<file path="src/rtl/masked_sbox_pkg.sv">
// masked_sbox_pkg: shared state encoding, S-box table and sizing helpers
// for the masked Skinny-64 S-box layer.
package masked_sbox_pkg;

    typedef logic [1:0] state_t;

    localparam state_t ST_IDLE = 2'd0;
    localparam state_t ST_RUN  = 2'd1;
    localparam state_t ST_CAP  = 2'd2;
    localparam state_t ST_DONE = 2'd3;

    localparam logic [3:0] SKINNY4_SBOX [16] = '{
        4'hC, 4'h6, 4'h9, 4'h0, 4'h1, 4'hA, 4'h2, 4'hB,
        4'h3, 4'h8, 4'h5, 4'hD, 4'h4, 4'hE, 4'h7, 4'hF
    };

    function automatic int share_w(input int d, input int n);
        return (d + 1) * n * 4;
    endfunction

    function automatic int fresh_w(input int n, input int f);
        return n * f;
    endfunction

    // random bits used by one lane: four AND gadgets, one bit per share pair
    function automatic int gadget_rnd(input int d);
        return 4 * (d * (d + 1) / 2);
    endfunction

endpackage

</file>
<file path="src/rtl/masked_sbox_core.sv">
// masked_sbox_core: one masked Skinny-64 S-box lane, four masked
// NOR/XOR steps each built on a DOM-style AND gadget.
module masked_sbox_core
    import masked_sbox_pkg::*;
#(
    parameter int D        = 1,
    parameter int PIPE_LAT = 1,
    parameter int FRESH_W  = 64
) (
    input  logic               clk,
    input  logic               rst,
    input  logic               en,
    input  logic [(D+1)*4-1:0] si,
    input  logic [FRESH_W-1:0] fresh,
    output logic [(D+1)*4-1:0] so
);

    localparam int NS = D + 1;
    localparam int NR = D * (D + 1) / 2;
    localparam int RU = gadget_rnd(D);

    function automatic int pair_idx(input int i, input int j);
        int a;
        int b;
        a = (i < j) ? i : j;
        b = (i < j) ? j : i;
        return a * NS - a * (a + 1) / 2 + b - a - 1;
    endfunction

    logic [3:0]      st [5][NS];
    logic            nr [4][NS];
    logic [NS*4-1:0] comb_so;

    // x0 ^= NOR(x3, x2) then rotate; the last step skips the rotation
    always_comb begin
        for (int s = 0; s < NS; s++) begin
            st[0][s] = si[s*4 +: 4];
        end
        for (int r = 0; r < 4; r++) begin
            for (int i = 0; i < NS; i++) begin
                nr[r][i] = st[r][i][3] ^ st[r][i][2]
                         ^ (st[r][i][3] & st[r][i][2]);
                for (int j = 0; j < NS; j++) begin
                    if (j != i) begin
                        nr[r][i] = nr[r][i]
                                 ^ (st[r][i][3] & st[r][j][2])
                                 ^ fresh[r*NR + pair_idx(i, j)];
                    end
                end
            end
            nr[r][0] = ~nr[r][0];
            for (int i = 0; i < NS; i++) begin
                if (r < 3) begin
                    st[r+1][i] = {st[r][i][2:1],
                                  st[r][i][0] ^ nr[r][i],
                                  st[r][i][3]};
                end else begin
                    st[r+1][i] = {st[r][i][3:1],
                                  st[r][i][0] ^ nr[r][i]};
                end
            end
        end
        for (int s = 0; s < NS; s++) begin
            comb_so[s*4 +: 4] = st[4][s];
        end
    end

    generate
        if (FRESH_W > RU) begin : g_spare
            logic unused_fresh;
            assign unused_fresh = ^fresh[FRESH_W-1:RU];
        end

        if (PIPE_LAT == 0) begin : g_comb
            logic unused_ctl;
            assign unused_ctl = ^{clk, rst, en};
            assign so = comb_so;
        end else begin : g_pipe
            logic [NS*4-1:0] pipe [PIPE_LAT];

            always_ff @(posedge clk or posedge rst) begin
                if (rst) begin
                    for (int k = 0; k < PIPE_LAT; k++) begin
                        pipe[k] <= '0;
                    end
                end else if (en) begin
                    pipe[0] <= comb_so;
                    for (int k = 1; k < PIPE_LAT; k++) begin
                        pipe[k] <= pipe[k-1];
                    end
                end
            end

            assign so = pipe[PIPE_LAT-1];
        end
    endgenerate

endmodule

</file>
<file path="src/rtl/masked_sbox_layer_cg.sv">
// masked_sbox_layer_cg: N_SBOX parallel masked Skinny-64 S-box lanes with
// a handshake controller that loads the output shares only on capture.
module masked_sbox_layer_cg
    import masked_sbox_pkg::*;
#(
    parameter int D              = 1,
    parameter int N_SBOX         = 4,
    parameter int PIPE_LAT       = 1,
    parameter int FRESH_PER_SBOX = 64
) (
    input  logic                             clk,
    input  logic                             rst,
    input  logic                             in_valid,
    output logic                             in_ready,
    input  logic [(D+1)*N_SBOX*4-1:0]        si,
    input  logic [N_SBOX*FRESH_PER_SBOX-1:0] fresh,
    output logic [(D+1)*N_SBOX*4-1:0]        so,
    output logic                             out_valid,
    output logic                             synch
);

    localparam int SW = N_SBOX * 4;
    localparam int TW = share_w(D, N_SBOX);
    localparam int FW = fresh_w(N_SBOX, FRESH_PER_SBOX);
    localparam int CW = $clog2(PIPE_LAT + 2);

    state_t          state;
    logic [CW-1:0]   cnt;
    logic [TW-1:0]   si_q;
    logic [FW-1:0]   fr_q;
    logic [TW-1:0]   core_so;
    logic            accept;
    logic            run_en;
    logic            cap_en;

    assign in_ready  = (state == ST_IDLE) || (state == ST_DONE);
    assign accept    = in_ready && in_valid;
    assign run_en    = (state == ST_RUN);
    assign cap_en    = (state == ST_CAP);
    assign out_valid = (state == ST_DONE);
    assign synch     = cap_en;

    always_ff @(posedge clk or posedge rst) begin
        if (rst) begin
            state <= ST_IDLE;
            cnt   <= '0;
            si_q  <= '0;
            fr_q  <= '0;
            so    <= '0;
        end else begin
            if (accept) begin
                si_q <= si;
                fr_q <= fresh;
            end
            if (cap_en) begin
                so <= core_so;
            end
            unique case (state)
                ST_IDLE, ST_DONE: begin
                    if (accept) begin
                        state <= ST_RUN;
                        cnt   <= '0;
                    end else begin
                        state <= ST_IDLE;
                    end
                end
                ST_RUN: begin
                    cnt <= cnt + CW'(1);
                    if (cnt == CW'(PIPE_LAT)) begin
                        state <= ST_CAP;
                    end
                end
                ST_CAP: begin
                    state <= ST_DONE;
                end
                default: begin
                    state <= ST_IDLE;
                end
            endcase
        end
    end

    // lane j gathers nibble j of every share into a contiguous share vector
    for (genvar j = 0; j < N_SBOX; j++) begin : g_lane
        logic [(D+1)*4-1:0] lane_si;
        logic [(D+1)*4-1:0] lane_so;

        for (genvar s = 0; s <= D; s++) begin : g_sh
            assign lane_si[s*4 +: 4]          = si_q[s*SW + j*4 +: 4];
            assign core_so[s*SW + j*4 +: 4]   = lane_so[s*4 +: 4];
        end

        masked_sbox_core #(
            .D        (D),
            .PIPE_LAT (PIPE_LAT),
            .FRESH_W  (FRESH_PER_SBOX)
        ) u_core (
            .clk   (clk),
            .rst   (rst),
            .en    (run_en),
            .si    (lane_si),
            .fresh (fr_q[j*FRESH_PER_SBOX +: FRESH_PER_SBOX]),
            .so    (lane_so)
        );
    end

endmodule

</file>
<file path="config.mk">
export PLATFORM = sky130hd
export DESIGN_NAME = masked_sbox_layer_cg
export DESIGN_NICKNAME = d
export VERILOG_FILES = /design/src/rtl/masked_sbox_pkg.sv /design/src/rtl/masked_sbox_core.sv /design/src/rtl/masked_sbox_layer_cg.sv
export SDC_FILE = /design/constraint.sdc
export NUM_CORES = 1
export LEC_CHECK = 0
export CAP_MARGIN = 40
export CORE_ASPECT_RATIO = 1.2
export CORE_MARGIN = 2
export CORE_UTILIZATION = 30
export CTS_CLUSTER_SIZE = 8
export DETAILED_ROUTE_END_ITERATION = 12
export GPL_TIMING_DRIVEN = 0
export PLACE_DENSITY_LB_ADDON = 0.3
export SYNTH_ARGS = -nofsm -noshare
export SYNTH_HDL_FRONTEND = slang
export SYNTH_SLANG_ARGS = --single-unit
</file>
<file path="constraint.sdc">
create_clock -name clk -period 9.1 [get_ports clk]
set_input_delay 1.82 -clock clk [delete_from_list [all_inputs] [get_ports clk]]
set_output_delay 1.82 -clock clk [all_outputs]
set_load 0.01 [all_outputs]
</file>
-- Word-level counts from Yosys, hierarchy flattened
Cells that the tools add are included.
- input bits: 291
- logic and storage cells: 267
- output and inout bits: 35
- bits in registers: 296
- equal/unequal tests: 6
- muxes and demuxes: 5
- bitwise gates (word level): 240
- reductions and logical operators: 6
- add/subtract/negate cells: 1
- operator list (cell ; number):
    $xor A1 B1 Y1 ; 160
    $and A1 B1 Y1 ; 64
    $not A1 Y1 ; 16
    $pmux W2 S3 ; 1
    $eq A2 B1 Y1 const B ; 2
    $eq A2 B2 Y1 const B ; 2
    $mux W2 ; 2
    $ne A2 B2 Y1 const B ; 2
    $pmux W2 S2 ; 1
    $add A2 B1 Y2 const B ; 1
    $logic_not A2 Y1 ; 1
    $reduce_and A2 Y1 ; 1
    $reduce_bool A2 Y1 ; 1
    $reduce_or A2 Y1 ; 1
    $logic_and A1 B1 Y1 ; 1
    $logic_or A1 B1 Y1 ; 1
    $mux W1 ; 1

-- Depth between registers and ports, before layout
- depth in word-level cells: 12
- depth in mapped cells: 8

-- Modules after synthesis
A second synthesis with hierarchy kept.
- cells, all modules: 993
- area, all modules: 14650.3 um2
- by module, submodules not included (module ; area each (um2) ; sequential area each (um2) ; cells each ; times used):
    masked_sbox_layer_cg ; 12167.9 ; 8107.8 ; 701 ; 1
    masked_sbox_core ; 620.6 ; 200.2 ; 73 ; 4

-- Worst setup path before layout
Ideal clock, no wire load.
- path type: input -> register
- start: in in_valid
- end: reg fr_q[0]
- path slack: 6.130 ns
- path buffers: 2
- stages on the path: 4
- arrival: 2.845 ns
- cells stage by stage: nand2_1 > clkbuf_1 > buf_2 > mux2_2
- cells in the longest elaborated chain, start to end: 1
- RTL lines (element ; RTL line ; RTL):
    start, declared ; masked_sbox_layer_cg.sv:13 ; input logic in_valid,
    $logic_and A1 B1 Y1 ; masked_sbox_layer_cg.sv:37 ; assign accept = in_ready && in_valid;
    end signal, assigned ; masked_sbox_layer_cg.sv:53 ; fr_q <= fresh;
    end, declared ; masked_sbox_layer_cg.sv:30 ; logic [FW-1:0] fr_q;
No other way between the ends.
A chain may end at the register's enable or synchronous reset.

-- Worst setup path after layout
- start: reg state[0]
- end: out in_ready
- cells in the longest elaborated chain, start to end: 2
- RTL lines (element ; RTL line ; RTL):
    start, declared ; masked_sbox_layer_cg.sv:27 ; state_t state;
    start signal, assigned ; masked_sbox_layer_cg.sv:45 ; state <= ST_IDLE;
    start signal, assigned ; masked_sbox_layer_cg.sv:61 ; state <= ST_RUN;
    start signal, assigned ; masked_sbox_layer_cg.sv:64 ; state <= ST_IDLE;
    $eq A2 B2 Y1 or $logic_not A2 Y1 (tied branches) ; masked_sbox_layer_cg.sv:36 ; assign in_ready = (state == ST_IDLE) || (state == ST_DONE);
    $logic_or A1 B1 Y1 * ; masked_sbox_layer_cg.sv:36 ;
    end, declared ; masked_sbox_layer_cg.sv:14 ; output logic in_ready,
Mark *: on every way between the ends. The rest lies on a longest branch, timed or not.

==> results.md <==
* Dpl ws at 5149 ps
* Remaining global-route overflow at 0
* Die Span Y at about 150 um
* Worst IR Drop VDD at between 0.15 and 0.2 mV
* Max_cap viols at 0
* Setup TNS at 0 ps
* PortBufs at 85
* I/O pins at around 330
* Initial Utilization at 30.83%
* DP Area at 6843 sq um
* Achievable frequency at about 0.27 GHz
* First-pass iteration count of the detailed router at 4
* Final Cell Area at 7412 sq um
* Pwr dens at 440.6 nW/um^2
* Vias at 4302
* Hold Fails Final Rpt at 0
* Area delta synth->final at 31.32%
* Clock Path Buffers at 2
* Vias in the first global route at 4444
* HP Class: reg -> reg
* Syn Inst Count at roughly 500
* Register bit total from synthesis at roughly 120
* Hold_buf cts at 0
* CTS Buf Count at 17
* Cell taking the most area after synthesis: dfrtp_1
* Die W at about 130 um
* Filler instances at 1765
* Layout cell share with drive strength beyond 1 at 21.30%
* Worst rel slew slack at 50.11%
* Post-Syn Area at 5644 sq um
* Clock Skew at roughly 5 ps
* Dpl cells at approximately 840
* Nets at 897
* Critical path class: reg -> out
* Core area at 18310 sq um
* Tightest Pin Transition at ~750 ps
* N_diodes at 0
* First-pass GRT wire length at 23.47 mm
* CP Capture Type: output port
* Hpwl dp at 10.84 mm
* Critical path startpoint: state[0]$_DFFE_PP0P_
* CTS tree: done
* H-tree depth at 4
* Routability cong. at approximately 0.85
* Total Routed Length at 14.77 mm
* Clk pwr share at 19.6%
* Initial DRC Count at ~250
* Slew Viols, Final at 0
* Share of the synthesized area in the top cell type at 51.43%
* Worst-Skew Late Latency at 410 ps
* Arr. time, crit path at roughly 1900 ps
* Min-delay src: g_lane[0].u_core.so[1]$_DFFE_PP0P_
* Clock transition at path regs at ~60 ps
* Die area at 19930 sq um
* Antenna-violating nets left at 0
* Total Routing Usage GR at around 15%
* DR DRC count at 0
* Synth area leaders: dfrtp_1, mux2_2, xnor2_1
* Net switching power at 0.001287 W
* Largest net degree at the start of global routing at 63
* Initial antenna violation count at 0
* RSZ-0062 raised after global routing: no
* Root Driver: clkbuf_16
* Seq/Total Area, Yosys at 51.43%
* Post-CTS resize count at 0
* Switching share of power at 39.42%
* Util after Layout at 40.48%
* Synthesized area per cell at around 11 sq um
* Vias per cell at between 4 and 5
* Crit path max fanout at 6
* Synthesized net count at 792
* Status: completed
* Row cnt at 54
* Number of synthesis warnings at 0
* Int Power at 0.001978 W
* Cell Count, Final, Fillers Out at around 870
* Flop pwr share at between 30% and 40%
* Final Critical Period at ~3700 ps
* Total clock sinks at 116
* Power share of the combinational group at approximately 49%
* Distinct cells, synth at 39
* Fin crit share at 40.50%
* Post-CTS setup repair buffer count at 0
* Drt wl/cell at 17.03 um
* Critical Path Source Type: register
* Final setup violation count at 0
* R2r startpoint: state[0]$_DFFE_PP0P_
* Worst endpoint required time at 7280 ps
* Leak pwr at 2.980 nW
* Final setup margin at approximately 5400 ps
==> synth_stat cells <==
cell type,n
ha_1,4
a22oi_1,3
nor2b_1,17
or2_2,7
dfrtp_1,116
mux2_2,80
and2b_4,2
a31oi_1,12
clkbuf_1,15
a211o_1,6
or3_1,10
buf_1,1
and2b_2,2
nand2_1,26
a211oi_1,6
nor2_1,37
nor3_1,13
nand4bb_1,1
inv_1,7
o311ai_0,6
nand4_1,3
a2bb2o_4,1
xnor2_1,20
a21o_1,3
or3_4,3
buf_2,2
nor4_1,3
o211ai_1,5
nand3_2,2
and3_1,3
a311o_1,5
nand2b_1,3
or2_0,1
a21oi_1,13
o21ai_0,23
nand3_1,7
o21a_1,7
xor2_1,15
and2_1,7
==> kinds of logic after synthesis <==
| family | after synthesis | share of synthesized area (%) |
|---|---|---|
| xor+xnor | 35 | 5.431 |
| flops | 116 | 51.43 |
| fa+ha+maj | 4 | 0.8868 |
| buf+inv | 25 | 1.707 |
| mux | 80 | 15.96 |
| simple gates | 147 | 13.77 |
| compound gates | 90 | 10.82 |
==> stage by stage <==
step	power (W)	hold slack, ps
2_1_floorplan	0.002086	449.8
3_3_place_gp	0.002572	475.8
3_5_place_dp	0.002613	481.1
4_1_cts	0.003276	493.0
5_1_grt	0.003478	501.2
6_report	0.003265	491.4
==> flip-flops by register name, indices dropped and copies added (netlist names) <==
signal	cells
g_lane.u_core.so	32
cnt	2
state	2
fr_q	16
si_q	32
so	32
==> critical path, cell delays in order (launching register included) <==
cell	delay (ps)
dfrtp_1	400
inv_1	60
ha_1	380
clkdlybuf4s50_1	620
==> metal layers <==
| metal | global-route usage [%] | vias up | wire length [um] |
|---|---|---|---|
| li1 | - | 2003 | - |
| met1 | 21.29 | 2124 | 6863 |
| met2 | 23.36 | 155 | 6739 |
| met3 | 2.906 | 20 | 882 |
| met4 | 6.211 | 0 | 280 |
| met5 | 0 | - | 0 |
==> placed cells by master (no fill, tap or decap), types with 3 or more instances in the layout <==
| master | netlist | layout |
|---|---|---|
| o21ai_0 | 23 | 23 |
| nor3_1 | 13 | 13 |
| clkdlybuf4s50_1 | 0 | 85 |
| a22oi_1 | 3 | 3 |
| xnor2_1 | 20 | 20 |
| o311ai_0 | 6 | 6 |
| a311o_1 | 5 | 5 |
| mux2_2 | 80 | 80 |
| nand4_1 | 3 | 3 |
| or3_1 | 10 | 10 |
| a21oi_1 | 13 | 13 |
| a211o_1 | 6 | 6 |
| dfrtp_1 | 116 | 116 |
| a31oi_1 | 12 | 12 |
| nand2_1 | 26 | 26 |
| clkbuf_16 | 0 | 17 |
| clkbuf_1 | 15 | 17 |
| o211ai_1 | 5 | 5 |
| clkinv_4 | 0 | 3 |
| or2_2 | 7 | 7 |
| nor2b_1 | 17 | 17 |
| and3_1 | 3 | 3 |
| nand2b_1 | 3 | 3 |
| o21a_1 | 7 | 7 |
| ha_1 | 4 | 4 |
| nor4_1 | 3 | 3 |
| clkinv_2 | 0 | 4 |
| nand3_1 | 7 | 7 |
| clkinvlp_4 | 0 | 4 |
| inv_1 | 7 | 6 |
| a21o_1 | 3 | 3 |
| xor2_1 | 15 | 15 |
| nor2_1 | 37 | 37 |
| a211oi_1 | 6 | 6 |
| or3_4 | 3 | 3 |
| and2_1 | 7 | 7 |
==> power groups by stage <==
stage          clock network (W)  logic [W]  registers, W
2_1_floorplan                  0    0.00110      0.000986
5_1_grt                 0.000676    0.00173       0.00108
3_3_place_gp                   0    0.00154       0.00103
4_1_cts                 0.000650    0.00159       0.00104
3_5_place_dp                   0    0.00157       0.00104
6_report                0.000642    0.00159       0.00104
==> final timing paths <==
check / to / slack [ps] / cells past startpoint
max: in_ready / 5410 / 3
min: g_lane[0].u_core.so[1]$_DFFE_PP0P_ / 490 / 1
max reg2reg: si_q[0]$_DFFE_PP0P_ / 6580 / 6
min reg2reg: g_lane[0].u_core.so[1]$_DFFE_PP0P_ / 490 / 1
max in group asynchronous: si_q[15]$_DFFE_PP0P_ / 6580 / 3
min in group asynchronous: so[23]$_DFFE_PP0P_ / 1840 / 2
==> layout make-up <==
cell class / count / area [sq um] / area share, %
Inverter: 7 / 31.28 / 0.4220
Tap cell: 252 / 315.3 / 4.254
Clock buffer: 19 / 432.9 / 5.841
Multi-Input combinational cell: 356 / 2645 / 35.69
Timing Repair Buffer: 86 / 878.3 / 11.85
Clock inverter: 13 / 136.4 / 1.840
Buffer: 18 / 70.07 / 0.9453
Sequential cell: 116 / 2903 / 39.16
(Power assumes the default switching activity.)
